--- src/rtl/fsm_stimulus_gen.sv ---
// Initiator side of the start/fg/detector handshake: issues start then fg strobes on command,
// then measures fg-to-detector latency in clock cycles or flags a timeout.
module fsm_stimulus_gen #(
  parameter int START_WIDTH = 2,
  parameter int FG_LEAD     = 1000,
  parameter int TIMEOUT     = 500_000,
  parameter int CNT_W       = 32
) (
  input  logic             clock,
  input  logic             reset,
  input  logic             cmd_start,
  input  logic             cmd_abort,
  output logic             start_signal,
  output logic             fg_signal,
  input  logic             detector_signal,
  output logic             busy,
  output logic             done,
  output logic             timeout,
  output logic [CNT_W-1:0] latency
);

  typedef enum logic [2:0] {
    S_IDLE  = 3'd0,
    S_START = 3'd1,
    S_LEAD  = 3'd2,
    S_FG    = 3'd3,
    S_WAIT  = 3'd4
  } state_t;

  localparam logic [CNT_W-1:0] START_LAST  = CNT_W'(START_WIDTH - 1);
  localparam logic [CNT_W-1:0] LEAD_LAST   = CNT_W'((FG_LEAD > 0) ? FG_LEAD - 1 : 0);
  localparam logic [CNT_W-1:0] TIMEOUT_CNT = CNT_W'(TIMEOUT);

  state_t           state, next_state;
  logic [CNT_W-1:0] counter, counter_nxt;
  logic             det_q, det_rise, finish;
  logic             start_nxt, fg_nxt, busy_nxt, timeout_nxt;
  logic [CNT_W-1:0] latency_nxt;

  // A detector level that is already high never looks like a fresh response.
  assign det_rise = detector_signal & ~det_q;

  always_ff @(posedge clock) begin
    if (reset) begin
      state        <= S_IDLE;
      counter      <= '0;
      det_q        <= 1'b0;
      start_signal <= 1'b0;
      fg_signal    <= 1'b0;
      busy         <= 1'b0;
      done         <= 1'b0;
      timeout      <= 1'b0;
      latency      <= '0;
    end else begin
      state        <= next_state;
      counter      <= counter_nxt;
      det_q        <= detector_signal;
      start_signal <= start_nxt;
      fg_signal    <= fg_nxt;
      busy         <= busy_nxt;
      done         <= finish;
      timeout      <= timeout_nxt;
      latency      <= latency_nxt;
    end
  end

  always_comb begin
    next_state = S_IDLE;
    case (state)
      S_IDLE:  next_state = cmd_start ? S_START : S_IDLE;
      S_START: begin
        if (cmd_abort)                 next_state = S_IDLE;
        else if (counter == START_LAST) next_state = (FG_LEAD == 0) ? S_FG : S_LEAD;
        else                           next_state = S_START;
      end
      S_LEAD: begin
        if (cmd_abort)                 next_state = S_IDLE;
        else if (counter == LEAD_LAST) next_state = S_FG;
        else                           next_state = S_LEAD;
      end
      S_FG:    next_state = cmd_abort ? S_IDLE : S_WAIT;
      S_WAIT: begin
        if (cmd_abort || det_rise || counter == TIMEOUT_CNT) next_state = S_IDLE;
        else                                                 next_state = S_WAIT;
      end
      default: next_state = S_IDLE;
    endcase
  end

  // Outputs are registered, so they are derived from the state being entered.
  always_comb begin
    start_nxt   = (next_state == S_START);
    fg_nxt      = (next_state == S_FG);
    busy_nxt    = (next_state != S_IDLE);
    finish      = (state == S_WAIT) && !cmd_abort && (det_rise || counter == TIMEOUT_CNT);
    timeout_nxt = finish ? !det_rise : timeout;
    latency_nxt = finish ? counter : latency;
    // Counter restarts on every phase entry except WAIT, where it continues from F (=0).
    if (next_state == S_IDLE || (next_state != state && next_state != S_WAIT))
      counter_nxt = '0;
    else
      counter_nxt = counter + 1'b1;
  end

endmodule

--- config.mk ---
export PLATFORM = sky130hd
export DESIGN_NAME = fsm_stimulus_gen
export DESIGN_NICKNAME = d
export VERILOG_FILES = /design/src/rtl/fsm_stimulus_gen.sv
export SDC_FILE = /design/constraint.sdc
export NUM_CORES = 1
export LEC_CHECK = 0
export BUFFER_PORTS_ARGS = -buffer_cell sky130_fd_sc_hd__buf_2
export CORE_MARGIN = 2
export CORE_UTILIZATION = 45
export CTS_BUF_LIST = sky130_fd_sc_hd__clkbuf_4
export CTS_CLUSTER_DIAMETER = 50
export CTS_CLUSTER_SIZE = 12
export DETAILED_ROUTE_END_ITERATION = 8
export PLACE_DENSITY_LB_ADDON = 0.12
export SLEW_MARGIN = 10
export SYNTH_ARGS = -nofsm -noshare
export SYNTH_HDL_FRONTEND = slang
export SYNTH_SLANG_ARGS = --single-unit
--- constraint.sdc ---
create_clock -name clock -period 2.48 [get_ports clock]
set_input_delay 0.496 -clock clock [delete_from_list [all_inputs] [get_ports clock]]
set_output_delay 0.496 -clock clock [all_outputs]
set_load 0.01 [all_outputs]
==> results.md, run 1 <==
* Part of the cycle the worst path needs at 1.07
* Portion of the post-synthesis area used by sequential elements at 0.486
* Number of logic stages on the critical path including buffering at 7
* Insertion delay of the later-clocked pin in the worst-skew pair at 0.41 ns
* Kind of path behind the tightest hold check: primary input to register
* Area fraction in and, or, nand and nor cells after synthesis at 0.247
* Least-Margin Pin Slew at 0.861 ns
* Violated checks: DRC, setup timing
* Shortest clock period the worst path allows after layout at 2.66 ns
* Worst IR Drop VDD at 0.291 mV
* Complex-gate fraction of the synthesized area at 0.0274
* Post-synthesis area per instance at 9.29 µm²
* Number of flip-flops and latches in the synthesized netlist at 73
* FP Rows at 29
* Total routing usage reported by global routing at 0.178
* Number of levels the H-tree was split into at 3
* Clock root cell: clkbuf_4
* Overall die width at 85.8 µm
* Placed Cells at 452
* Area grow syn2layout at 22.5%
* LEAKAGE at 1.69 nW
* Wire length of the first global-routing pass at 10.4 mm
* Fill cells at 619
* CP cell instances: or4_4, or4_4, or4_4, nor3b_2, a211oi_4, buf_12, nor2_1
* Die area at 7360 µm²
* Tightest slew margin relative to the limit at 0.411
* Final HPWL DP at 4.37 mm
* Initial cell density of the core at 0.469
* Number of top-level pins at 42
* Final layout net count at 395
* Layout cells sized above 1 at 0.258
* Sequential standard cell area at 1460 µm²
* Hold EP: det_q
* Vertical extent of the die at 85.8 µm
* Main combinational cell family by area after synthesis: simple AND/OR/NAND/NOR gates
* Clock transition at the registers of the reported paths at 0.11 ns
* Top-count cell post-synth: nor2_1
* Slowest cell on crit path: or4_4
* Combined area of the multi-input logic cells at 1510 µm²
* Total congestion overflow after global routing at 0
* Met3 global-route usage at 0.0395
* Worst Reg-to-Reg Cells at 7
* Reg2reg setup slack at -0.18 ns
* Worst-case setup margin in the final layout at -0.175 ns
* N_diodes at 0
* Worst R2R Start: counter[3]
* Global-route met2 utilization at 0.288
* CP Buf/Inv Count at 1
* Number of nets produced by synthesis at 332
* Worst setup skew after layout at 0.0102 ns
* Yosys top cell area share at 0.486
* Number of slew-limit violations in the final report at 0
* Max incr delay on CP at 0.54 ns
* Worst path top cell family by delay: simple AND/OR/NAND/NOR gates
* Synth Area in XOR/XNOR at 0.0873
* Post-Synthesis Cell Area at 3010 µm²
* CP endpoint kind: register
* Post-Synth Adder-Cell Area at 0.0125
* Result of the run: finished, violations left
* Final hold violation count at 0
* Share of cell area taken by muxes after synthesis at 0.106
* Vias per cell at 5.07
* Antenna violations before repair at 0
* Starting DRT DRC Count at 91
* Maximum fanout along the worst path at 24
* Flip-flop cell with the highest count after synthesis: dfxtp_1
* Count of hold-fix buffers inserted at cts at 0
* Final setup violating endpoints at 33
* Average wire length per cell after detail routing at 13.1 µm
* Cells on Worst Hold Path at 2
* Most used routing layer: met2
* Signal arrival time at the worst endpoint at 2.96 ns
* Worst EP required at 2.78 ns
* Maximum count of clock buffers along a single path at 2
* Top cell types by occurrence after synthesis: nor2_1, dfxtp_1, mux2i_1
* Nature of the critical path startpoint: register
* CORE AREA at 6420 µm²
* Setup Total Neg Slack at -4.87 ns
* Leading post-synthesis cells by cell area: dfxtp_1, mux2i_1, nor2_1, xor2_1, xnor2_1
* CTS tree: built
* Power per Cell Area at 582 nW/µm²
* Number of global-route vias before repair at 2225
* TritonCTS Sinks at 73
* Type of the worst setup path: register to register
* Most common cell type on the critical path: or4_4
* Number of optimization iterations in the first detailed-route pass at 9
* DRC Markers at 2
* Routability cong. at 0.872
* Via count at 2377
* Met1 track demand over resource in global routing at 0.228
* Endpoint of the most critical register-to-register path: counter[13]
* Biggest area consumer among synthesized cells: dfxtp_1
* DRT antenna net count at 0
* Final Instance Count excl. Fillers at 469
* FMAX at 0.377 GHz
* Number of flops mapped to enable cells by yosys at 0
* Count of buffers inserted at the top-level ports at 41
* Clock buffer count from CTS at 9
* Post-synthesis async set-or-reset flop share at 0
* Synthesized instance count at 324
* Synth warnings at 0
* Number of max-capacitance violations reported at 0
* WL final at 6.16 mm
* Startpoint of the worst hold path: detector_signal
* Setup repair after global routing missed its margin: yes
* Pin count of the biggest net entering global routing at 25
* Number of different library cells in the post-synthesis netlist at 37
[through the flow]
stage                     total power [mW]  cell area (µm²)   util  setup slack (ns)  hold WS [ns]
after floorplan                       1.24             3020      -            -0.203         0.466
after global placement                1.26             3460  0.539            -0.350         0.459
after detailed placement              1.26             3460  0.539            -0.407         0.463
after CTS                             2.17             3640  0.566            -0.147         0.283
after global routing                  2.23             3690  0.574            -0.236         0.283
final                                 2.15             3690  0.574            -0.175         0.300
[layout by cell type, fill, tap and decap left out, drive strengths merged, types with 2 or more instances in the layout]
| cell type | netlist | layout |
|---|---|---|
| nor2 | 79 | 79 |
| dfxtp | 73 | 73 |
| buf | 3 | 68 |
| mux2i | 32 | 32 |
| nand2 | 20 | 20 |
| xor2 | 17 | 17 |
| xnor2 | 13 | 13 |
| nand3 | 11 | 11 |
| nor4 | 9 | 9 |
| clkbuf | 13 | 9 |
| nand4 | 6 | 6 |
| inv | 5 | 5 |
| nor2b | 4 | 4 |
| and4 | 4 | 4 |
| and3 | 4 | 4 |
| or4 | 4 | 4 |
| clkinv | 0 | 4 |
| nor3 | 3 | 3 |
| ha | 3 | 3 |
| bufinv | 0 | 3 |
| nor4b | 2 | 2 |
| nand2b | 2 | 2 |
| or4b | 2 | 2 |
[state kept, by name, summed over array words and instances, names as in the netlist]
signal	cells
busy	1
fg_signal	1
done	1
det_q	1
latency	32
counter	32
timeout	1
state	3
start_signal	1
[report_power, final]
part,switching (mW),internal [mW],total [mW]
logic,0.0371,0.0238,0.0609
clock network,0.406,0.502,0.908
registers,0.00170,1.18,1.18
total,0.445,1.70,2.15
[routing by layer]
| metal | vias up | wire length (µm) |
|---|---|---|
| met2 | 52 | 2960 |
| li1 | 1217 | - |
| met3 | 9 | 286 |
| met1 | 1099 | 2820 |
| met5 | - | 0 |
| met4 | 0 | 103 |
[area by class of cell]
cell class	instances	area share
clock inverters	7	0.0295
multi-input cells	230	0.408
clock buffers	9	0.0183
repair buffers	68	0.116
well taps	77	0.0261
flip-flops and latches	73	0.397
inverters	5	0.00509
[timing repair]
action                     CTS  global route
cloned                       0             0
pin swaps                    0             2
setup buffers                0             1
setup endpoints to repair   32            33
gates resized for setup      0            12
[logic make-up after synthesis]
group / Yosys count
simple gates: 156
fa+ha+maj: 3
mux: 32
xor+xnor: 30
compound gates: 9
buf+inv: 21
flops: 73
[how the worst max path moves through the flow]
stage                from          end  slack, ns
2_1_floorplan   cmd_abort  counter[21]      -0.20
3_3_place_gp    cmd_abort   counter[8]      -0.35
3_5_place_dp    cmd_abort  counter[26]      -0.41
4_1_cts        counter[3]  counter[26]      -0.15
5_1_grt        counter[3]  counter[16]      -0.24
6_report       counter[3]  counter[13]      -0.18
No activity file was read; power rests on OpenSTA's default activity.
==> run 2, diff against run 1 <==
==> constraint.sdc (replaced) <==
create_clock -name clock -period 2.48 [get_ports clock]
set_input_delay 0.248 -clock clock [delete_from_list [all_inputs] [get_ports clock]]
set_output_delay 0.248 -clock clock [all_outputs]
set_load 0.01 [all_outputs]
==> run 2 against run 1 <==
  * The run still ends with DRC, setup timing left
  * Wire length shrank 5.3%
  * Register-to-register slack gained 0.05 ns
  * Die area is the same
  * Final cell count shrank 0.43%
  * Global-route usage is essentially flat
  * First-iteration DRC count shrank 2.2%
  * Setup slack gained 0.051 ns
  * Sequential cell count is the same
  * Largest power group unchanged
  * Clock-buffer cell count grew 1
  * Clock skew grew 0.0076 ns
==> results.md, run 2 (synthesis results as in run 1) <==
* Result of the run: finished, violations left
* Violated checks: DRC, setup timing
* Tightest slew margin relative to the limit at 0.405
* Final layout net count at 393
* Count of buffers inserted at the top-level ports at 41
* Worst setup skew after layout at 0.0178 ns
* Final Instance Count excl. Fillers at 467
* Maximum count of clock buffers along a single path at 2
* Shortest clock period the worst path allows after layout at 2.60 ns
* Worst R2R Start: counter[11]
* Least-Margin Pin Slew at 0.871 ns
* Number of top-level pins at 42
* Kind of path behind the tightest hold check: primary input to register
* Hold Worst Slack at 0.0388 ns
* Setup Total Neg Slack at -3.44 ns
* Die area at 7360 µm²
* Starting DRT DRC Count at 89
* Total routing usage reported by global routing at 0.178
* Most common cell type on the critical path: or4_4
* Count of hold-fix buffers inserted at cts at 0
* Type of the worst setup path: register to register
* Critical Path Start: counter[11]
* Nature of the critical path startpoint: register
* CP Buf/Inv Count at 1
* Maximum fanout along the worst path at 32
* Slowest cell on crit path: or4_4
* Final setup violating endpoints at 32
* Signal arrival time at the worst endpoint at 2.92 ns
* Average wire length per cell after detail routing at 12.5 µm
* Vertical extent of the die at 85.8 µm
* Number of levels the H-tree was split into at 3
* Placed Cells at 451
* Placed inst area at 3460 µm²
* Fill cells at 602
* Worst EP required at 2.80 ns
* Number of buffers inserted to repair setup after CTS at 0
* Clock transition at the registers of the reported paths at 0.12 ns
* N_diodes at 0
* Number of optimization iterations in the first detailed-route pass at 8
* DRC Markers at 1
* Worst-case setup margin in the final layout at -0.124 ns
* Startpoint of the worst hold path: detector_signal
* Leading registers by flop count: counter (32), latency (32), state (3)
* Max incr delay on CP at 0.54 ns
* Antenna violations before repair at 0
* Insertion delay of the later-clocked pin in the worst-skew pair at 0.43 ns
* Setup repair after global routing missed its margin: yes
* CORE AREA at 6420 µm²
* Most used cells in the layout excluding fill and tap cells: nor2_1, dfxtp_1, buf_2
* Worst IR Drop VDD at 0.313 mV
* TritonCTS Sinks at 73
* Final HPWL DP at 4.16 mm
* WL final at 5.84 mm
* Via count at 2346
* Initial cell density of the core at 0.469
* Summed area of non-filler cells in the final layout at 3580 µm²
* Worst path top cell family by delay: simple AND/OR/NAND/NOR gates
* CP cell instances: or4_1, or4_4, or4_4, nor3b_4, a211oi_4, buf_12, nor2_1
* Leading cell type in the layout, fill and taps excluded: nor2_1
* Wire length of the first global-routing pass at 10.4 mm
* FMAX at 0.384 GHz
* LEAKAGE at 1.65 nW
* Part of the cycle the worst path needs at 1.05
* Overall die width at 85.8 µm
* Final hold violation count at 0
* Clock root cell: clkbuf_4
* CTS tree: built
* Power per Cell Area at 519 nW/µm²
* Number of slew-limit violations in the final report at 0
* Number of max-capacitance violations reported at 0
* Layout cells sized above 1 at 0.246
* DRT antenna net count at 0
* CP endpoint kind: register
* Pin count of the biggest net entering global routing at 40
* Number of global-route vias before repair at 2193
* Area grow syn2layout at 19.1%
* Clock buffer count from CTS at 9
* Vias per cell at 5.02
* Total congestion overflow after global routing at 0
* Routability cong. at 0.859
* FP Rows at 29
run 2: cell types whose count changed in the layout (fill, tap and decap cells not counted), sizes merged:
cell / before / now
buf: 68 / 66
bufinv: 3 / 0
clkbuf: 9 / 10
clkinvlp: 0 / 2
run 2: repair_timing:
action,4_1_cts,5_1_grt
gates resized for setup,1,3
gates cloned,0,0
pin swaps,1,7
endpoints found under the setup margin,32,33
run 2: final cells by class:
class / count / area (µm²) / share of cell area
multi-input combinational: 230 / 1480 / 0.414
sequential: 73 / 1470 / 0.409
timing repair buffer: 66 / 409 / 0.114
tap: 77 / 96.3 / 0.0269
clock buffer: 10 / 75.1 / 0.0209
clock inverter: 6 / 35.0 / 0.00978
inverter: 5 / 18.8 / 0.00524
run 2: where the power goes:
group,total [mW],internal (mW),switching [mW]
combinational,0.0549,0.0209,0.0340
sequential,1.18,1.18,0.00183
clock,0.627,0.210,0.418
total,1.86,1.41,0.453
run 2: per-layer routing:
| layer | track usage | vias to the layer above | share of wire |
|---|---|---|---|
| met5 | 0 | - | 0 |
| met3 | 0.0472 | 11 | 0.033 |
| met2 | 0.281 | 31 | 0.47 |
| li1 | - | 1218 | - |
| met4 | 0.0880 | 0 | 0.019 |
| met1 | 0.227 | 1086 | 0.47 |
run 2: path summary, 6_finish.rpt:
path	cells past startpoint	to	slack, ns
max reg2reg	7	counter[14]	-0.12
min	2	det_q	0.04
min reg2reg	2	timeout	0.48
max	7	counter[14]	-0.12
run 2: through the flow:
stage | setup WS [ns] | total power [mW] | util
CTS | -0.115 | 1.89 | 0.557
floorplan | -0.0259 | 1.24 | -
global placement | -0.0899 | 1.26 | 0.539
finish | -0.124 | 1.86 | 0.558
global route | -0.234 | 1.94 | 0.558
detailed placement | -0.132 | 1.26 | 0.539
